==> config.mk <==
export PLATFORM = sky130hd
export DESIGN_NAME = display_arbiter
export DESIGN_NICKNAME = d
export VERILOG_FILES = /design/src/rtl/display_arbiter.sv
export SDC_FILE = /design/constraint.sdc
export NUM_CORES = 1
export LEC_CHECK = 0
export CORE_AREA = 2 2 127 129
export CTS_CLUSTER_DIAMETER = 50
export DETAILED_ROUTE_END_ITERATION = 6
export DIE_AREA = 0 0 129 131
export GPL_TIMING_DRIVEN = 0
export RECOVER_POWER = 50
export SKIP_LAST_GASP = 1
export SLEW_MARGIN = 20
export SYNTH_ARGS = -nofsm -noshare
export SYNTH_HDL_FRONTEND = slang
export SYNTH_SLANG_ARGS = --single-unit
==> constraint.sdc <==
create_clock -name clk -period 2.1 [get_ports clk]
set_input_delay 0.42 -clock clk [delete_from_list [all_inputs] [get_ports clk]]
set_output_delay 0.42 -clock clk [all_outputs]
set_load 0.05 [all_outputs]
==> src/rtl/display_arbiter.sv <==
// display_arbiter: shares the 4-digit display between background data and two timed messages
module display_arbiter #(
    parameter int HOLD_CYCLES  = 100_000_000,
    parameter int BLINK_CYCLES = 25_000_000
) (
    input  logic        clk,
    input  logic        rst,
    input  logic [15:0] bg_hexs,
    input  logic [3:0]  bg_points,
    input  logic [3:0]  bg_LEs,
    input  logic [1:0]  msg_req,
    input  logic [31:0] msg_hexs,
    input  logic [7:0]  msg_points,
    input  logic [1:0]  msg_blink,
    output logic [1:0]  msg_ack,
    output logic [1:0]  msg_done,
    output logic [15:0] hexs,
    output logic [3:0]  points,
    output logic [3:0]  LEs,
    output logic        busy,
    output logic [1:0]  cur_src
);
    typedef enum logic [1:0] {IDLE, SHOW0, SHOW1} state_t;
    state_t state;
    logic [31:0] hold_cnt, blink_cnt;
    logic phase, blink, sel, expire, preempt, release_bg, accept, blink_wrap, next_phase;
    // accept/expiry decisions; msg1 always wins when both sources request
    always_comb begin
        sel        = msg_req[1];
        expire     = (state != IDLE) && (hold_cnt == 32'(HOLD_CYCLES - 1));
        preempt    = (state == SHOW0) && msg_req[1];
        release_bg = (state == IDLE) || expire;
        accept     = release_bg ? |msg_req : preempt;
        blink_wrap = blink_cnt == 32'(BLINK_CYCLES - 1);
        next_phase = blink_wrap ? ~phase : phase;
    end
    // arbitration FSM with all display outputs registered
    always_ff @(posedge clk) begin
        if (rst) begin
            state     <= IDLE;
            hold_cnt  <= '0;
            blink_cnt <= '0;
            phase     <= 1'b0;
            blink     <= 1'b0;
            hexs      <= '0;
            points    <= '0;
            LEs       <= 4'hF;
            msg_ack   <= '0;
            msg_done  <= '0;
            busy      <= 1'b0;
            cur_src   <= '0;
        end else begin
            msg_ack  <= '0;
            msg_done <= (expire || preempt) ? ((state == SHOW1) ? 2'b10 : 2'b01) : 2'b00;
            if (accept) begin
                state     <= sel ? SHOW1 : SHOW0;
                hexs      <= sel ? msg_hexs[31:16] : msg_hexs[15:0];
                points    <= sel ? msg_points[7:4] : msg_points[3:0];
                blink     <= sel ? msg_blink[1] : msg_blink[0];
                LEs       <= 4'h0;
                msg_ack   <= sel ? 2'b10 : 2'b01;
                busy      <= 1'b1;
                cur_src   <= sel ? 2'd2 : 2'd1;
                hold_cnt  <= '0;
                blink_cnt <= '0;
                phase     <= 1'b1;
            end else if (release_bg) begin
                state     <= IDLE;
                hexs      <= bg_hexs;
                points    <= bg_points;
                LEs       <= bg_LEs;
                busy      <= 1'b0;
                cur_src   <= '0;
                hold_cnt  <= '0;
                blink_cnt <= '0;
                phase     <= 1'b0;
            end else begin
                hold_cnt  <= hold_cnt + 32'd1;
                blink_cnt <= blink_wrap ? 32'd0 : blink_cnt + 32'd1;
                phase     <= next_phase;
                LEs       <= (blink && !next_phase) ? 4'hF : 4'h0;
            end
        end
    end
endmodule

==> Word-level counts from Yosys, hierarchy flattened <==
Cells that the tools add are included.
Widths: inputs -> output; s select.
{ "classes": {"eq_ne": 4, "n_reduce_logical": 14, "shift": 0, "n_addsub": 2, "n_lt_le_gt_ge": 0, "n_bitwise": 3, "multipliers": 0, "n_div": 0, "muxes": 20} }
{ "op_table": {"columns": ["cell", "count"], "rows": [
  ["$add 32x1->32 const B", 2],
  ["$mux 16", 3],
  ["$eq 32x25->1 const B", 1],
  ["$eq 32x27->1 const B", 1],
  ["$mux 4", 6],
  ["$mux 2", 4],
  ["$mux 1", 7],
  ["$reduce_or 2->1", 3],
  ["$reduce_bool 2->1", 2],
  ["$reduce_or 4->1", 1],
  ["$logic_and 1x1->1", 3],
  ["$not 1->1", 3],
  ["$reduce_or 3->1", 1],
  ["$eq 2x1->1 const B", 1],
  ["$eq 2x2->1 const B", 1],
  ["$logic_not 2->1", 1],
  ["$logic_or 1x1->1", 2],
  ["$logic_not 1->1", 1]
]} }
{ "word_totals": {"latchBits": 0, "reg_bits": 97, "mem_bits_rw": 0, "rom_bits": 0, "mem_count": 0, "wordCells": 54, "out_inout_bits": 31, "in_bits": 70} }

==> Depth between registers and ports, before layout <==
Gate-level depths: netlist of run 1.
{ "depth": {"depth_word": 7, "mapped_depth": 7, "depth_no_buf": 6} }

==> Worst setup path after synthesis of run 1 <==
Ideal clock, no wire load.
{ "synth_timing": {"path_kind": "reg-to-reg", "start": "reg hold_cnt[0]", "end": "reg hexs[0]", "required_time_ps": 1972, "t_arrival_ps": 1814, "setup_ps": 128, "synth_period_minus_slack_ps": 1941, "path_buffers": 1, "path_stages_with_launch": 8, "slack_ps": 159, "cell_sequence": "dfxtp_1 -> ha_1 -> and4_1 -> nand4_4 -> o31ai_4 -> buf_6 -> mux2i_1 -> nor2_1"} }
{ "synth_between": {"elab_chain_cells": 5, "elab_cells_between_ends": 6, "classes_between": "eq/ne: 1; mux: 2; reduce/logical: 3"} }
{ "synth_lines": {"columns": ["element", "line", "rtl"], "rows": [
  ["start: declaration", "25", "logic [31:0] hold_cnt, blink_cnt;"],
  ["start signal: assignment", "78", "hold_cnt <= hold_cnt + 32'd1;"],
  ["$eq 32x27->1 (*)", "30", "expire = (state != IDLE) && (hold_cnt == 32'(HOLD_CYCLES - 1));"],
  ["$logic_and 1x1->1 (*)", "30", null],
  ["$logic_or 1x1->1 (*)", "32", "release_bg = (state == IDLE) || expire;"],
  ["$mux 1", "33", "accept = release_bg ? |msg_req : preempt;"],
  ["$mux 16 or $reduce_bool 2->1 (tied branches)", null, null],
  ["end signal: assignment", "57", "hexs <= sel ? msg_hexs[31:16] : msg_hexs[15:0];"],
  ["end signal: assignment", "69", "hexs <= bg_hexs;"],
  ["end: declaration", "17", "output logic [15:0] hexs,"]
]} }
Mark *: on every way between the ends. The rest lies on a longest branch, timed or not.
A chain may end at the register's enable or synchronous reset.

==> Worst setup path in the final report of run 1 <==
{ "layout_timing": {"start": "reg msg_done[0]", "end": "out msg_done[0]"} }
{ "layout_lines": {"columns": ["element", "line", "rtl"], "rows": [
  ["start: declaration", "16", "output logic [1:0] msg_done,"],
  ["start signal: assignment", "54", "msg_done <= (expire || preempt) ? ((state == SHOW1) ? 2'b10 : 2'b01) : 2'b00;"]
]} }
No word-level cell between the ends.

==> run metrics, run 1 <==
Post-DP HPWL=between 8 and 9 mm; Hold/Removal Path Class=flop to flop; Post-Layout Cell Count=850; Finish-stage setup viols=0; FFs w/ async S/R, synth=0; Detailed Routing Iterations Pass 1=4; Post-Syn Nets=586; max-slew violations=0; status=finished, final reports clean; IO buf count=98; Cell Area, Synth=4560 sq um; EDFF count, synth=0; R2R setup slack=around 100 ps; Worst VDD drop=between 0.3 and 0.4 mV; Detailed Route WL=11.5 mm; CTS tree=done; Setup crit end kind=primary output; initial core utilization=0.293; hold depth=1; Routed met2 length=5.64 mm; CP max stage delay=890 ps; clock slew at reported path FFs=around 60 ps; chip height=about 130 um; drc violations=0; n_diodes=0; Core ar.=15600 sq um; Finished Cell Area=a little over 6000 sq um; Area after DPL=5810 sq um; IO Pins=101; worst reg2reg startpoint=blink_cnt[0]$_SDFF_PP0_; largest family of logic cells by synthesized area=simple AND/OR/NAND/NOR gates; worst path bufs/invs=1; Yosys Warn Count=0; largest net degree at the start of global routing=14; post-synthesis simple-gate area fraction=0.273; R2R cell count=6; Reg-to-Reg End=LEs[3]$_SDFF_PP1_; Synth top area share=0.426; CP Cell Sequence=dlygate4sd3_1; sequential area share after synthesis=0.426; nets=just over 700; post-synthesis register bit count=97; DIE WIDTH=129 um; critical path type=flop to primary output; gpl congestion=slightly above 0.8; XOR/XNOR Fraction of Synth Area=0.107; Critical Path Fanout Max=1; met3 routed WL=388 um; hold worst-path end=hold_cnt[0]$_SDFF_PP0_; setup TNS=0 ps; synthesized instance count=between 500 and 600; grt ovf=0; # H-tree levels=3; full die area=16900 sq um; clock skew=8.08 ps; Synth Area in Adders=0.00548; first-iteration detailed-routing DRC count=187; final core occ=0.400; layout cell share with drive strength beyond 1=0.0868; worst skew pair latency=340 ps; Power Density=643 nW/um^2; arrival time worst endpoint=between 1500 and 2000 ps; count leader, synth=dfxtp_1; clk sink count=97; Synth area leaders=dfxtp_1, mux2i_1, nor2_1, xnor2_1, xor2_1; max frequency=0.492 GHz; crit path time final=2030 ps; Post-DRT Antenna Nets=0; Area Overhead vs Synth=36.7%; WL per Instance=approximately 14 um; RSZ-0062 raised after global routing=yes; Yosys top cell by area=dfxtp_1; Final Hold Fails=0; Synth top cells by count=dfxtp_1, nor2_1, mux2i_1; Max-Cap Viols=0; Max Buffers Root-to-Sink=2; Top Metal Used=met4; Vias per Instance=4.71; crit start category=flop; clk root buf=clkbuf_16; CTS buffer count=9; Tot GR Track Use=0.137; mux cell area share after synthesis=0.0877; CP delay by family, top=buffers and inverters; vias in the first global route=3866; WP data required=roughly 1700 ps; total number of vias=4000; Compound-Gate Fraction of Synth Area=0.0669; first-pass GRT wire length=18.7 mm; row cnt=46; CP max stage cell=dlygate4sd3_1; placed insts=about 830; dominant synthesized flop cell=dfxtp_1; Fill cells=1576; total design power=4.01 mW; Final period util=0.967; hold path start=hold_cnt[0]$_SDFF_PP0_; worst-margin pin slew=about 750 ps; Unique masters post-synth=49; Slew Limit Headroom=0.500; initial antenna violation count=0; met1 wire length=5.34 mm; Avg Inst Size Synth=8.88 sq um; Lkg Pwr=about 2.3 nW
==> flip-flops by register name, indices dropped and copies added (netlist names) <==
name and cells:
msg_done 2, blink 1, state 2, LEs 4, hold_cnt 32, points 4
hexs 16, blink_cnt 32, msg_ack 2, phase 1, busy 1
==> worst max-delay path by stage <==
stage,from,end,slack (ps),depth (start not counted)
after floorplan,hold_cnt[0]$_SDFF_PP0_,hexs[0]$_SDFFE_PP0P_,160,7
after global placement,hold_cnt[17]$_SDFF_PP0_,blink_cnt[22]$_SDFF_PP0_,-260,6
after detailed placement,hold_cnt[17]$_SDFF_PP0_,hold_cnt[2]$_SDFF_PP0_,-250,5
after CTS,hold_cnt[0]$_SDFF_PP0_,blink_cnt[8]$_SDFF_PP0_,7,7
after global routing,blink_cnt[0]$_SDFF_PP0_,LEs[3]$_SDFF_PP1_,-9,6
final,msg_done[0]$_SDFF_PP0_,msg_done[0],70,1
==> where the power goes <==
part	switching [mW]	internal, mW	total, mW
sequential	0.0287	1.89	1.92
clock	0.645	0.814	1.46
combinational	0.348	0.279	0.628
==> per-layer routing <==
metal / track usage / vias to the layer above
met4: 0.0505 / 0
met5: 0 / -
met3: 0.0326 / 11
li1: - / 2045
met1: 0.176 / 1893
met2: 0.226 / 51
==> placed cells by master, fill, tap and decap left out, types with 4 or more instances in the layout <==
cell type,netlist,routed
a211o_1,4,4
a21oi_1,4,4
and3_1,12,12
and4_1,6,4
buf_4,0,8
clkbuf_1,13,14
clkbuf_16,0,9
clkbuf_2,0,4
clkdlybuf4s50_1,0,68
dfxtp_1,97,94
dlygate4sd3_1,0,29
inv_1,12,12
mux2i_1,40,39
nand2_1,38,38
nand3_1,17,16
nand4_1,24,24
nor2_1,87,87
nor3_1,14,14
nor4_1,13,11
o21ai_0,25,25
or3_1,4,5
xnor2_1,28,28
xor2_1,28,28
==> area by class of cell <==
class | instances | area, sq um | share of cell area
Multi-Input combinational cell | 382 | 2560 | 0.410
Sequential cell | 97 | 1950 | 0.312
Timing Repair Buffer | 107 | 1050 | 0.169
Tap cell | 216 | 270 | 0.0433
Clock buffer | 12 | 246 | 0.0395
Buffer | 23 | 116 | 0.0187
Inverter | 12 | 45.0 | 0.00722
Clock inverter | 1 | 5.00 | 0.000803
==> kinds of logic after synthesis <==
group           Yosys count
compound gates           46
xor+xnor                 56
fa+ha+maj                 2
buf+inv                  35
flops                    97
mux                      40
simple gates            238
==> worst reg2reg max path, stage by stage, from the launching register on <==
cell     delay [ps]
dfxtp_1         360
ha_1            230
and3_1          270
nand3_1         120
o41a_1          500
nor4_4          310
a211o_1         150
==> stage by stage <==
step | hold slack [ps] | worst slack (ps)
after floorplan | 422 | 159
after global placement | 437 | -258
after detailed placement | 446 | -251
after CTS | 459 | 7.33
after global routing | 485 | -9.17
final | 460 | 68.6
==> timing repair <==
| action | in CTS | in global routing |
|---|---|---|
| buffers inserted | 5 | 4 |
| endpoints found under the setup margin | 87 | 80 |
| gates resized for setup | 6 | 25 |
| cloned | 0 | 0 |
| hold endpoints to repair | 0 | 0 |
| pin swaps | 5 | 4 |
| hold buffers | 0 | 0 |
Note: power is estimated with default switching activity, not from simulation.
==> run 2, diff against run 1 <==
==> constraint.sdc (replaced) <==
create_clock -name clk -period 2.3 [get_ports clk]
set_input_delay 0.46 -clock clk [delete_from_list [all_inputs] [get_ports clk]]
set_output_delay 0.46 -clock clk [all_outputs]
set_load 0.05 [all_outputs]
==> run 2 against run 1 <==
  * Global-route usage fell by 0.086 points
  * Clock skew up 0.66 ps
  * Worst setup slack improved by 62 ps
  * Design area decreased by 1.9%
  * Sequential share of layout area grew 0.54 points
  * Clock power shrank 9%
  * Wire length down 1.1%
  * Count of clock-buffer cells in the layout unchanged
  * Largest power group unchanged
==> run metrics, run 2 (synthesis gave the netlist of run 1 again) <==
Clk network pwr share=0.364; sequential power share=0.481; Max-Cap Viols=0; chip height=131 um; Post-DP HPWL=8.67 mm; clk sink count=97; max frequency=0.461 GHz; Worst VDD drop=0.284 mV; CTS buffer count=9; clock slew at reported path FFs=roughly 60 ps; Lkg Pwr=2.27 nW; IO Pins=101; hold slack=approximately 460 ps; Detailed Routing Iterations Pass 1=4; worst skew pair latency=340 ps; most frequent cells in the layout=dfxtp_1, nor2_1, clkdlybuf4s50_1; switch share=0.253; CP max stage cell=dfxtp_1; crit start category=flop; Hold/Removal Path Class=flop to flop; Finish-stage setup viols=0; Logic pwr share=0.155; Final Hold Fails=0; Slew Limit Headroom=0.450; Critical Path Fanout Max=10; status=finished, final reports clean; CP Cell Sequence=and4_1 -> nand4_1 -> o311ai_4 -> clkbuf_1 -> clkbuf_2 -> nor2_1; critical path type=flop to flop; Post-DRT Antenna Nets=0; layout cell share with drive strength beyond 1=0.0572; drc violations=0; Area Overhead vs Synth=34.1%; worst-margin pin slew=822 ps; Post-Layout Cell Count=845; clock skew=between 8 and 9 ps; Power Density=approximately 600 nW/um^2; placed insts=828; # H-tree levels=3; final core occ=0.392; WL per Instance=around 13 um; Detailed Route WL=11.4 mm; Max Buffers Root-to-Sink=2; gpl congestion=0.820; max-slew violations=0; initial antenna violation count=0; total number of vias=3971; WP data required=2520 ps; crit path time final=2170 ps; full die area=16900 sq um; RSZ-0062 raised after global routing=no; total design power=around 3.6 mW; Core ar.=15600 sq um; arrival time worst endpoint=2390 ps; first-pass GRT wire length=18.6 mm; DIE WIDTH=129 um; n_diodes=0; Setup crit end kind=flop; grt ovf=0; IO buf count=98; clk root buf=clkbuf_16; row cnt=46; first-iteration detailed-routing DRC count=190; biggest regs=blink_cnt x32, hold_cnt x32, hexs x16; vias in the first global route=3821; largest net degree at the start of global routing=14; commonest non-fill, non-tap cell in the layout=dfxtp_1; initial core utilization=0.293; Tot GR Track Use=0.137; Final period util=0.943; Vias per Instance=4.70; internal power=between 2 and 3 mW; nets=699; CP max stage delay=410 ps; setup TNS=0 ps; sw power=about 0.9 mW; CTS tree=done
[run 2: area by class of cell]
cell class	count	area, sq um
fill	1585	9480
multi-input combinational	382	2480
sequential	97	1940
timing repair buffer	102	1020
tap	216	270
clock buffer	12	246
buffer	23	109
inverter	12	45.0
clock inverter	1	5.00
[run 2: timing repair]
action	4_1_cts	5_1_grt
endpoints found under the hold margin	0	0
pin swaps	1	3
hold buffers	0	0
buffers inserted	2	2
endpoints found under the setup margin	55	49
resized for setup	2	1
[run 2: power by group through the flow]
stage | clock, mW | combinational, mW | sequential [mW]
after floorplan | 0 | 0.182 | 1.93
after global placement | 0 | 0.567 | 1.79
after detailed placement | 0 | 0.572 | 1.79
after CTS | 1.37 | 0.585 | 1.76
after global routing | 1.43 | 0.607 | 1.76
final | 1.33 | 0.566 | 1.75
[run 2: routing by layer]
| layer | track usage | share of wire | wire (um) | vias to the layer above |
|---|---|---|---|---|
| li1 | - | - | - | 2035 |
| met1 | 0.176 | 0.46 | 5240 | 1871 |
| met2 | 0.223 | 0.48 | 5500 | 53 |
| met3 | 0.0322 | 0.041 | 470 | 12 |
| met4 | 0.0518 | 0.017 | 191 | 0 |
| met5 | 0 | 0 | 0 | - |
[run 2: final timing paths]
kind	startpoint	to	slack [ps]	cells past startpoint
worst min-delay path	hold_cnt[0]$_SDFF_PP0_	hold_cnt[0]$_SDFF_PP0_	460	1
worst min register to register	hold_cnt[0]$_SDFF_PP0_	hold_cnt[0]$_SDFF_PP0_	460	1
worst max-delay path	hold_cnt[13]$_SDFF_PP0_	hold_cnt[2]$_SDFF_PP0_	130	6
worst max register to register	hold_cnt[13]$_SDFF_PP0_	hold_cnt[2]$_SDFF_PP0_	130	6
[run 2: worst max-delay path, delay by kind of cell (launching register included)]
| family | cells | cell delay, ps |
|---|---|---|
| AO/OA/AOI/OAI | 1 | 380 |
| AND/OR/NAND/NOR | 3 | 760 |
| buffers and inverters | 2 | 490 |
| flip-flops | 1 | 410 |
[run 2: through the flow]
step                area, sq um  worst slack (ps)
finish                     6120               131
global route               6120              2.19
CTS                        6100              16.5
detailed placement         5810             -51.4
global placement           5810             -58.3
floorplan                  4560               359
